$ cat src/rtl/iagc_pkg.sv
// Shared constants and types for the host serial link receive path.
// Holds the packet header, command codes and parser state encoding.
package iagc_pkg;

    localparam logic [7:0] HEADER_BYTE = 8'hA5;

    localparam logic [7:0] CMD_SET_REF_AMPLITUDE = 8'h01;
    localparam logic [7:0] CMD_SET_GAIN          = 8'h02;
    localparam logic [7:0] CMD_FORCE_LOG         = 8'h03;

    typedef enum logic [2:0] {
        P_HDR,
        P_CMD,
        P_HI,
        P_LO,
        P_SUM
    } parser_state_t;

endpackage

$ cat src/rtl/uart_rx.sv
// 8N1 byte receiver: input synchronizer, falling-edge start detect,
// mid-bit sampling and stop-bit validation.
module uart_rx
    import iagc_pkg::*;
#(
    parameter int CLKS_PER_BIT   = 10,
    parameter int UART_DATA_SIZE = 8
) (
    input  logic                      i_clock,
    input  logic                      i_reset,
    input  logic                      i_rx,
    output logic [UART_DATA_SIZE-1:0] o_rxData,
    output logic                      o_rxValid,
    output logic                      o_frameError
);

    localparam int CW = (CLKS_PER_BIT > 2) ? $clog2(CLKS_PER_BIT) : 1;
    localparam int BW = (UART_DATA_SIZE > 2) ? $clog2(UART_DATA_SIZE) : 1;

    localparam logic [CW-1:0] HALF_LAST = CW'(CLKS_PER_BIT / 2 - 1);
    localparam logic [CW-1:0] BIT_LAST  = CW'(CLKS_PER_BIT - 1);
    localparam logic [BW-1:0] DATA_LAST = BW'(UART_DATA_SIZE - 1);

    typedef enum logic [1:0] {
        S_IDLE,
        S_START,
        S_DATA,
        S_STOP
    } rx_state_t;

    rx_state_t state, state_next;

    logic rx_meta;
    logic rx_sync;
    logic rx_prev;
    logic start_edge;

    logic [CW-1:0]             cnt, cnt_next;
    logic [BW-1:0]             bit_idx, bit_next;
    logic [UART_DATA_SIZE-1:0] shreg, shreg_next;
    logic [UART_DATA_SIZE-1:0] data_next;
    logic                      valid_next;
    logic                      ferr_next;

    // Synchronizer resets low so a line already low after reset
    // never looks like a start; only a later fall does.
    always_ff @(posedge i_clock) begin
        if (i_reset) begin
            rx_meta <= 1'b0;
            rx_sync <= 1'b0;
            rx_prev <= 1'b0;
        end else begin
            rx_meta <= i_rx;
            rx_sync <= rx_meta;
            rx_prev <= rx_sync;
        end
    end

    assign start_edge = rx_prev & ~rx_sync;

    always_ff @(posedge i_clock) begin
        if (i_reset) begin
            state        <= S_IDLE;
            cnt          <= '0;
            bit_idx      <= '0;
            shreg        <= '0;
            o_rxData     <= '0;
            o_rxValid    <= 1'b0;
            o_frameError <= 1'b0;
        end else begin
            state        <= state_next;
            cnt          <= cnt_next;
            bit_idx      <= bit_next;
            shreg        <= shreg_next;
            o_rxData     <= data_next;
            o_rxValid    <= valid_next;
            o_frameError <= ferr_next;
        end
    end

    always_comb begin
        state_next = state;
        cnt_next   = cnt + 1'b1;
        bit_next   = bit_idx;
        shreg_next = shreg;
        data_next  = o_rxData;
        valid_next = 1'b0;
        ferr_next  = 1'b0;
        unique case (state)
            S_IDLE: begin
                cnt_next = '0;
                bit_next = '0;
                if (start_edge) begin
                    state_next = S_START;
                end
            end
            S_START: begin
                if (cnt == HALF_LAST) begin
                    cnt_next   = '0;
                    state_next = rx_sync ? S_IDLE : S_DATA;
                end
            end
            S_DATA: begin
                if (cnt == BIT_LAST) begin
                    cnt_next   = '0;
                    shreg_next = {rx_sync, shreg[UART_DATA_SIZE-1:1]};
                    bit_next   = bit_idx + 1'b1;
                    if (bit_idx == DATA_LAST) begin
                        state_next = S_STOP;
                    end
                end
            end
            S_STOP: begin
                // Leave at mid stop bit so the next start edge is not missed.
                if (cnt == BIT_LAST) begin
                    cnt_next   = '0;
                    state_next = S_IDLE;
                    if (rx_sync) begin
                        data_next  = shreg;
                        valid_next = 1'b1;
                    end else begin
                        ferr_next = 1'b1;
                    end
                end
            end
            default: begin
                state_next = S_IDLE;
            end
        endcase
    end

endmodule

$ cat src/rtl/uart_cmd_rx.sv
// Host command receiver: byte receiver plus 5-byte packet parser
// (header, cmd, hi, lo, xor checksum) with inter-byte timeout.
module uart_cmd_rx #(
    parameter int         CLK_FREQUENCY  = 100_000_000,
    parameter int         UART_FREQUENCY = 9_200,
    parameter int         UART_DATA_SIZE = 8,
    parameter int         CMD_DATA_SIZE  = 16,
    parameter logic [7:0] HEADER_BYTE    = iagc_pkg::HEADER_BYTE,
    parameter int         TIMEOUT_BITS   = 40
) (
    input  logic                      i_clock,
    input  logic                      i_reset,
    input  logic                      i_rx,
    output logic [UART_DATA_SIZE-1:0] o_rxData,
    output logic                      o_rxValid,
    output logic [UART_DATA_SIZE-1:0] o_cmd,
    output logic [CMD_DATA_SIZE-1:0]  o_cmdData,
    output logic                      o_cmdValid,
    output logic                      o_frameError,
    output logic                      o_checksumError
);

    import iagc_pkg::*;

    localparam int CLKS_PER_BIT = CLK_FREQUENCY / UART_FREQUENCY;
    localparam int TIMEOUT_CLKS = TIMEOUT_BITS * CLKS_PER_BIT;
    localparam int TW           = $clog2(TIMEOUT_CLKS + 1);

    localparam logic [TW-1:0] TMO_LAST = TW'(TIMEOUT_CLKS - 1);

    uart_rx #(
        .CLKS_PER_BIT   (CLKS_PER_BIT),
        .UART_DATA_SIZE (UART_DATA_SIZE)
    ) u_rx (
        .i_clock      (i_clock),
        .i_reset      (i_reset),
        .i_rx         (i_rx),
        .o_rxData     (o_rxData),
        .o_rxValid    (o_rxValid),
        .o_frameError (o_frameError)
    );

    parser_state_t p_state, p_next;

    logic [UART_DATA_SIZE-1:0] cmd_r, cmd_next;
    logic [UART_DATA_SIZE-1:0] hi_r, hi_next;
    logic [UART_DATA_SIZE-1:0] lo_r, lo_next;
    logic [TW-1:0]             tmo, tmo_next;
    logic [UART_DATA_SIZE-1:0] ocmd_next;
    logic [CMD_DATA_SIZE-1:0]  odata_next;
    logic                      cvalid_next;
    logic                      cerr_next;

    always_ff @(posedge i_clock) begin
        if (i_reset) begin
            p_state         <= P_HDR;
            cmd_r           <= '0;
            hi_r            <= '0;
            lo_r            <= '0;
            tmo             <= '0;
            o_cmd           <= '0;
            o_cmdData       <= '0;
            o_cmdValid      <= 1'b0;
            o_checksumError <= 1'b0;
        end else begin
            p_state         <= p_next;
            cmd_r           <= cmd_next;
            hi_r            <= hi_next;
            lo_r            <= lo_next;
            tmo             <= tmo_next;
            o_cmd           <= ocmd_next;
            o_cmdData       <= odata_next;
            o_cmdValid      <= cvalid_next;
            o_checksumError <= cerr_next;
        end
    end

    always_comb begin
        p_next      = p_state;
        cmd_next    = cmd_r;
        hi_next     = hi_r;
        lo_next     = lo_r;
        ocmd_next   = o_cmd;
        odata_next  = o_cmdData;
        cvalid_next = 1'b0;
        cerr_next   = 1'b0;
        tmo_next    = tmo + 1'b1;
        if (p_state == P_HDR || o_rxValid) begin
            tmo_next = '0;
        end
        if (o_frameError) begin
            p_next = P_HDR;
        end else if (o_rxValid) begin
            unique case (p_state)
                P_HDR: begin
                    if (o_rxData == HEADER_BYTE) begin
                        p_next = P_CMD;
                    end
                end
                P_CMD: begin
                    cmd_next = o_rxData;
                    p_next   = P_HI;
                end
                P_HI: begin
                    hi_next = o_rxData;
                    p_next  = P_LO;
                end
                P_LO: begin
                    lo_next = o_rxData;
                    p_next  = P_SUM;
                end
                P_SUM: begin
                    p_next = P_HDR;
                    if (o_rxData == (cmd_r ^ hi_r ^ lo_r)) begin
                        ocmd_next   = cmd_r;
                        odata_next  = CMD_DATA_SIZE'({hi_r, lo_r});
                        cvalid_next = 1'b1;
                    end else begin
                        cerr_next = 1'b1;
                    end
                end
                default: begin
                    p_next = P_HDR;
                end
            endcase
        end else if (p_state != P_HDR && tmo == TMO_LAST) begin
            p_next   = P_HDR;
            tmo_next = '0;
        end
    end

endmodule

$ cat config.mk
export PLATFORM = sky130hd
export DESIGN_NAME = uart_cmd_rx
export DESIGN_NICKNAME = d
export VERILOG_FILES = /design/src/rtl/iagc_pkg.sv /design/src/rtl/uart_rx.sv /design/src/rtl/uart_cmd_rx.sv
export SDC_FILE = /design/constraint.sdc
export NUM_CORES = 1
export LEC_CHECK = 0
export CAP_MARGIN = 5
export CELL_PAD_IN_SITES_DETAIL_PLACEMENT = 2
export CELL_PAD_IN_SITES_GLOBAL_PLACEMENT = 2
export CORE_MARGIN = 2
export CORE_UTILIZATION = 25
export DETAILED_ROUTE_END_ITERATION = 8
export DONT_BUFFER_PORTS = 1
export GPL_ROUTABILITY_DRIVEN = 0
export GPL_TIMING_DRIVEN = 0
export MAX_ROUTING_LAYER = met4
export PLACE_DENSITY_LB_ADDON = 0.05
export SYNTH_ARGS = -nofsm -noshare
export SYNTH_HDL_FRONTEND = slang
export SYNTH_SLANG_ARGS = --single-unit
$ cat constraint.sdc
create_clock -name i_clock -period 2.19 [get_ports i_clock]
set_clock_uncertainty 0.15 [all_clocks]
set_input_delay 0.438 -clock i_clock [delete_from_list [all_inputs] [get_ports i_clock]]
set_output_delay 0.438 -clock i_clock [all_outputs]
set_load 0.03 [all_outputs]
==> metrics.yaml <==
status: "completed"
critical_path_class: "reg2reg"
hold-worst-slack_ps: 59.80
ys_ff_latch: 112
rsz0062_at_grt: "yes"
r2r_slack_ps: 80
syn_area_um2: 4892
first_global_vias: 3894
grt_usage_pct: 14.02
io_buffers: 0
dpl.hpwl_mm: 9.640
maxSlewHeadroom_pct: 58.54
clkLatencyLatePin_ps: 360
min_to: "u_rx.rx_meta"
die-area_um2: 20700
wl_mm: 13.40
htree_levels: 3
drive_gt1_share_pct: 12.29
synth_cell_type_count: 39
r2r_start: "lo_r[1]"
start_kind: "register"
cts_tree: "built"
grt_start_max_net_pins: 19
required_ps: 2330
period_minus_slack_ps: 2114
grt_overflow_total: 0
clockRootBuffer: "clkbuf_16"
first_iter_violations: 55
netlist_instances: 515
total_leakage_power_nw: 1.949
drv_cap: 0
die_w_um: 143.9
power_mw: 3.906
hold_depth: 1
yosys-top-cells-count: "dfxtp_1 (112), nor2_1 (85), mux2i_1 (57)"
seq_area_frac_synth_pct: 45.83
hp-class: "in2reg"
rows: 51
vdd_drop_max_mv: 0.3284
syn_avg_cell_area_um2: 9.499
critPathArrivalTime_ps: 2250
cts_sinks: 112
areaGrowthSynthToFinish_pct: 19.51
placed_area_um2: 5224
rr_worst_depth: 8
endpoint_kind: "register"
async_flop_share_pct: 0
clk_path_buf_depth: 2
final_max_slew_viol_count: 0
max_freq_ghz: 0.4730
path_max_fanout: 10
viasPerCell: 4.516
hold_viol: 0
num_vias: 3658
setup_violations: 0
ios: 39
r2r_end: "o_cmdData[15]"
core_area_um2: 19330
power.density_nw_per_um2: 668.0
cts_buffers: 9
worstMarginPinSlew_ps: 621.9
path_clk_slew_ps: 80
yosysWarnings: 0
initial_core_util_pct: 25.30
synth_edf_count: 0
final_util_pct: 30.24
synth_area_leaders: "dfxtp_1 (46%), mux2i_1 (12%), nand2b_1 (6.5%)"
fin_ws_ps: 76.03
synth_ff_type: "dfxtp_1"
grt_pass1_wl_mm: 21.42
synth_top_area_share_pct: 45.83
final_nets: 549
drc: 0
first_pass_iters: 4
hold_start: "i_rx"
finalCritPeriodShare_pct: 96.53
wl_per_cell_um: 16.54
syn-num-nets: 524
yosysTopAreaCell: "dfxtp_1"
synth.most_common_cell: "dfxtp_1"
ant_nets: 0
antenna_found_initial: 0
final_area_um2: 5847
num_antenna_cells: 0
die_height_um: 143.9
cts_hold_buf: 0
dp_worst_setup_slack_ps: -659.4
## report_power, final
part           internal, mW  switching (mW)  total [mW]
sequential             2.03         0.00201        2.03
combinational        0.0194          0.0371      0.0564
clock                  1.01           0.814        1.82
## metal layers
layer	vias up	wire length, µm	GRT usage (%)
li1	1775	-	-
met1	1838	6636	18.56
met2	33	6185	21.70
met3	12	391	2.466
met4	0	189	4.644
met5	-	0	-
## cell families (layout without fill, tap and decap cells)
group / after synthesis / after routing / synth area share [%]
simple gates: 233 / 233 / 25.52
flops: 112 / 112 / 45.83
mux: 57 / 57 / 11.66
xor+xnor: 54 / 54 / 9.821
buf+inv: 32 / 62 / 2.915
compound gates: 21 / 21 / 2.711
fa+ha+maj: 6 / 6 / 1.534
## worst max path at each step
stage	from	to	slack [ps]	depth (start not counted)
4_1_cts	u_rx.o_rxData[3]	o_cmd[4]	10	7
2_1_floorplan	u_rx.o_rxData[4]	o_cmdData[0]	2	6
5_1_grt	hi_r[1]	o_cmd[4]	-20	8
6_report	lo_r[1]	o_cmdData[15]	80	8
3_3_place_gp	u_rx.o_rxData[3]	o_cmd[3]	-630	6
3_5_place_dp	u_rx.o_rxData[3]	o_cmd[4]	-660	6
## final cells by class
class / count / area [µm²]
Sequential cell: 112 / 2277
Fill cell: 2145 / 13490
Buffer: 23 / 130.1
Timing Repair Buffer: 15 / 128.9
Tap cell: 265 / 331.6
Inverter: 8 / 30.03
Clock buffer: 9 / 225.2
Multi-Input combinational cell: 371 / 2629
Clock inverter: 7 / 95.09
## flip-flops by register name, indices dropped and copies added, names as in the netlist, 8 cells and up, named ones only
| signal | flops |
|---|---|
| cmd_r | 8 |
| hi_r | 8 |
| lo_r | 8 |
| o_cmd | 8 |
| o_cmdData | 16 |
| tmo | 19 |
| u_rx.cnt | 14 |
| u_rx.o_rxData | 8 |
| u_rx.shreg | 8 |
## cells in the final DEF, fill, tap and decap left out, types with 4 or more instances in the layout
master and instances:
dfxtp_4 8, nand4_1 10, nand2b_1 51, nor4bb_1 4, nand3_1 21, clkbuf_1 17
dfxtp_1 100, a21oi_1 13, a22oi_1 4, xor2_1 21, dfxtp_2 4, nor2_1 85
nor2b_1 5, ha_1 5, inv_1 8, mux2i_1 56, nand2_1 20, clkbuf_16 9
nor3_1 10, xnor2_1 29, buf_4 14
## metrics by stage
step,instances,TNS (ps)
2_1_floorplan,515,0
3_3_place_gp,780,-23750
3_5_place_dp,780,-26580
4_1_cts,804,0
5_1_grt,810,-118.0
6_report,810,0
## repair_timing
item | in CTS | in global routing
resized for setup | 33 | 14
setup buffers | 9 | 6
hold endpoints to repair | 0 | 0
pin swaps | 6 | 5
endpoints found under the setup margin | 97 | 62
## worst max-delay path: stages (launching register included)
cell	delay, ps
dfxtp_1	380
xor2_1	270
xnor2_1	170
nand4_1	100
buf_4	170
nor4_4	230
buf_4	190
buf_12	160
mux2i_1	210
Power figures use the tool's default switching activity.
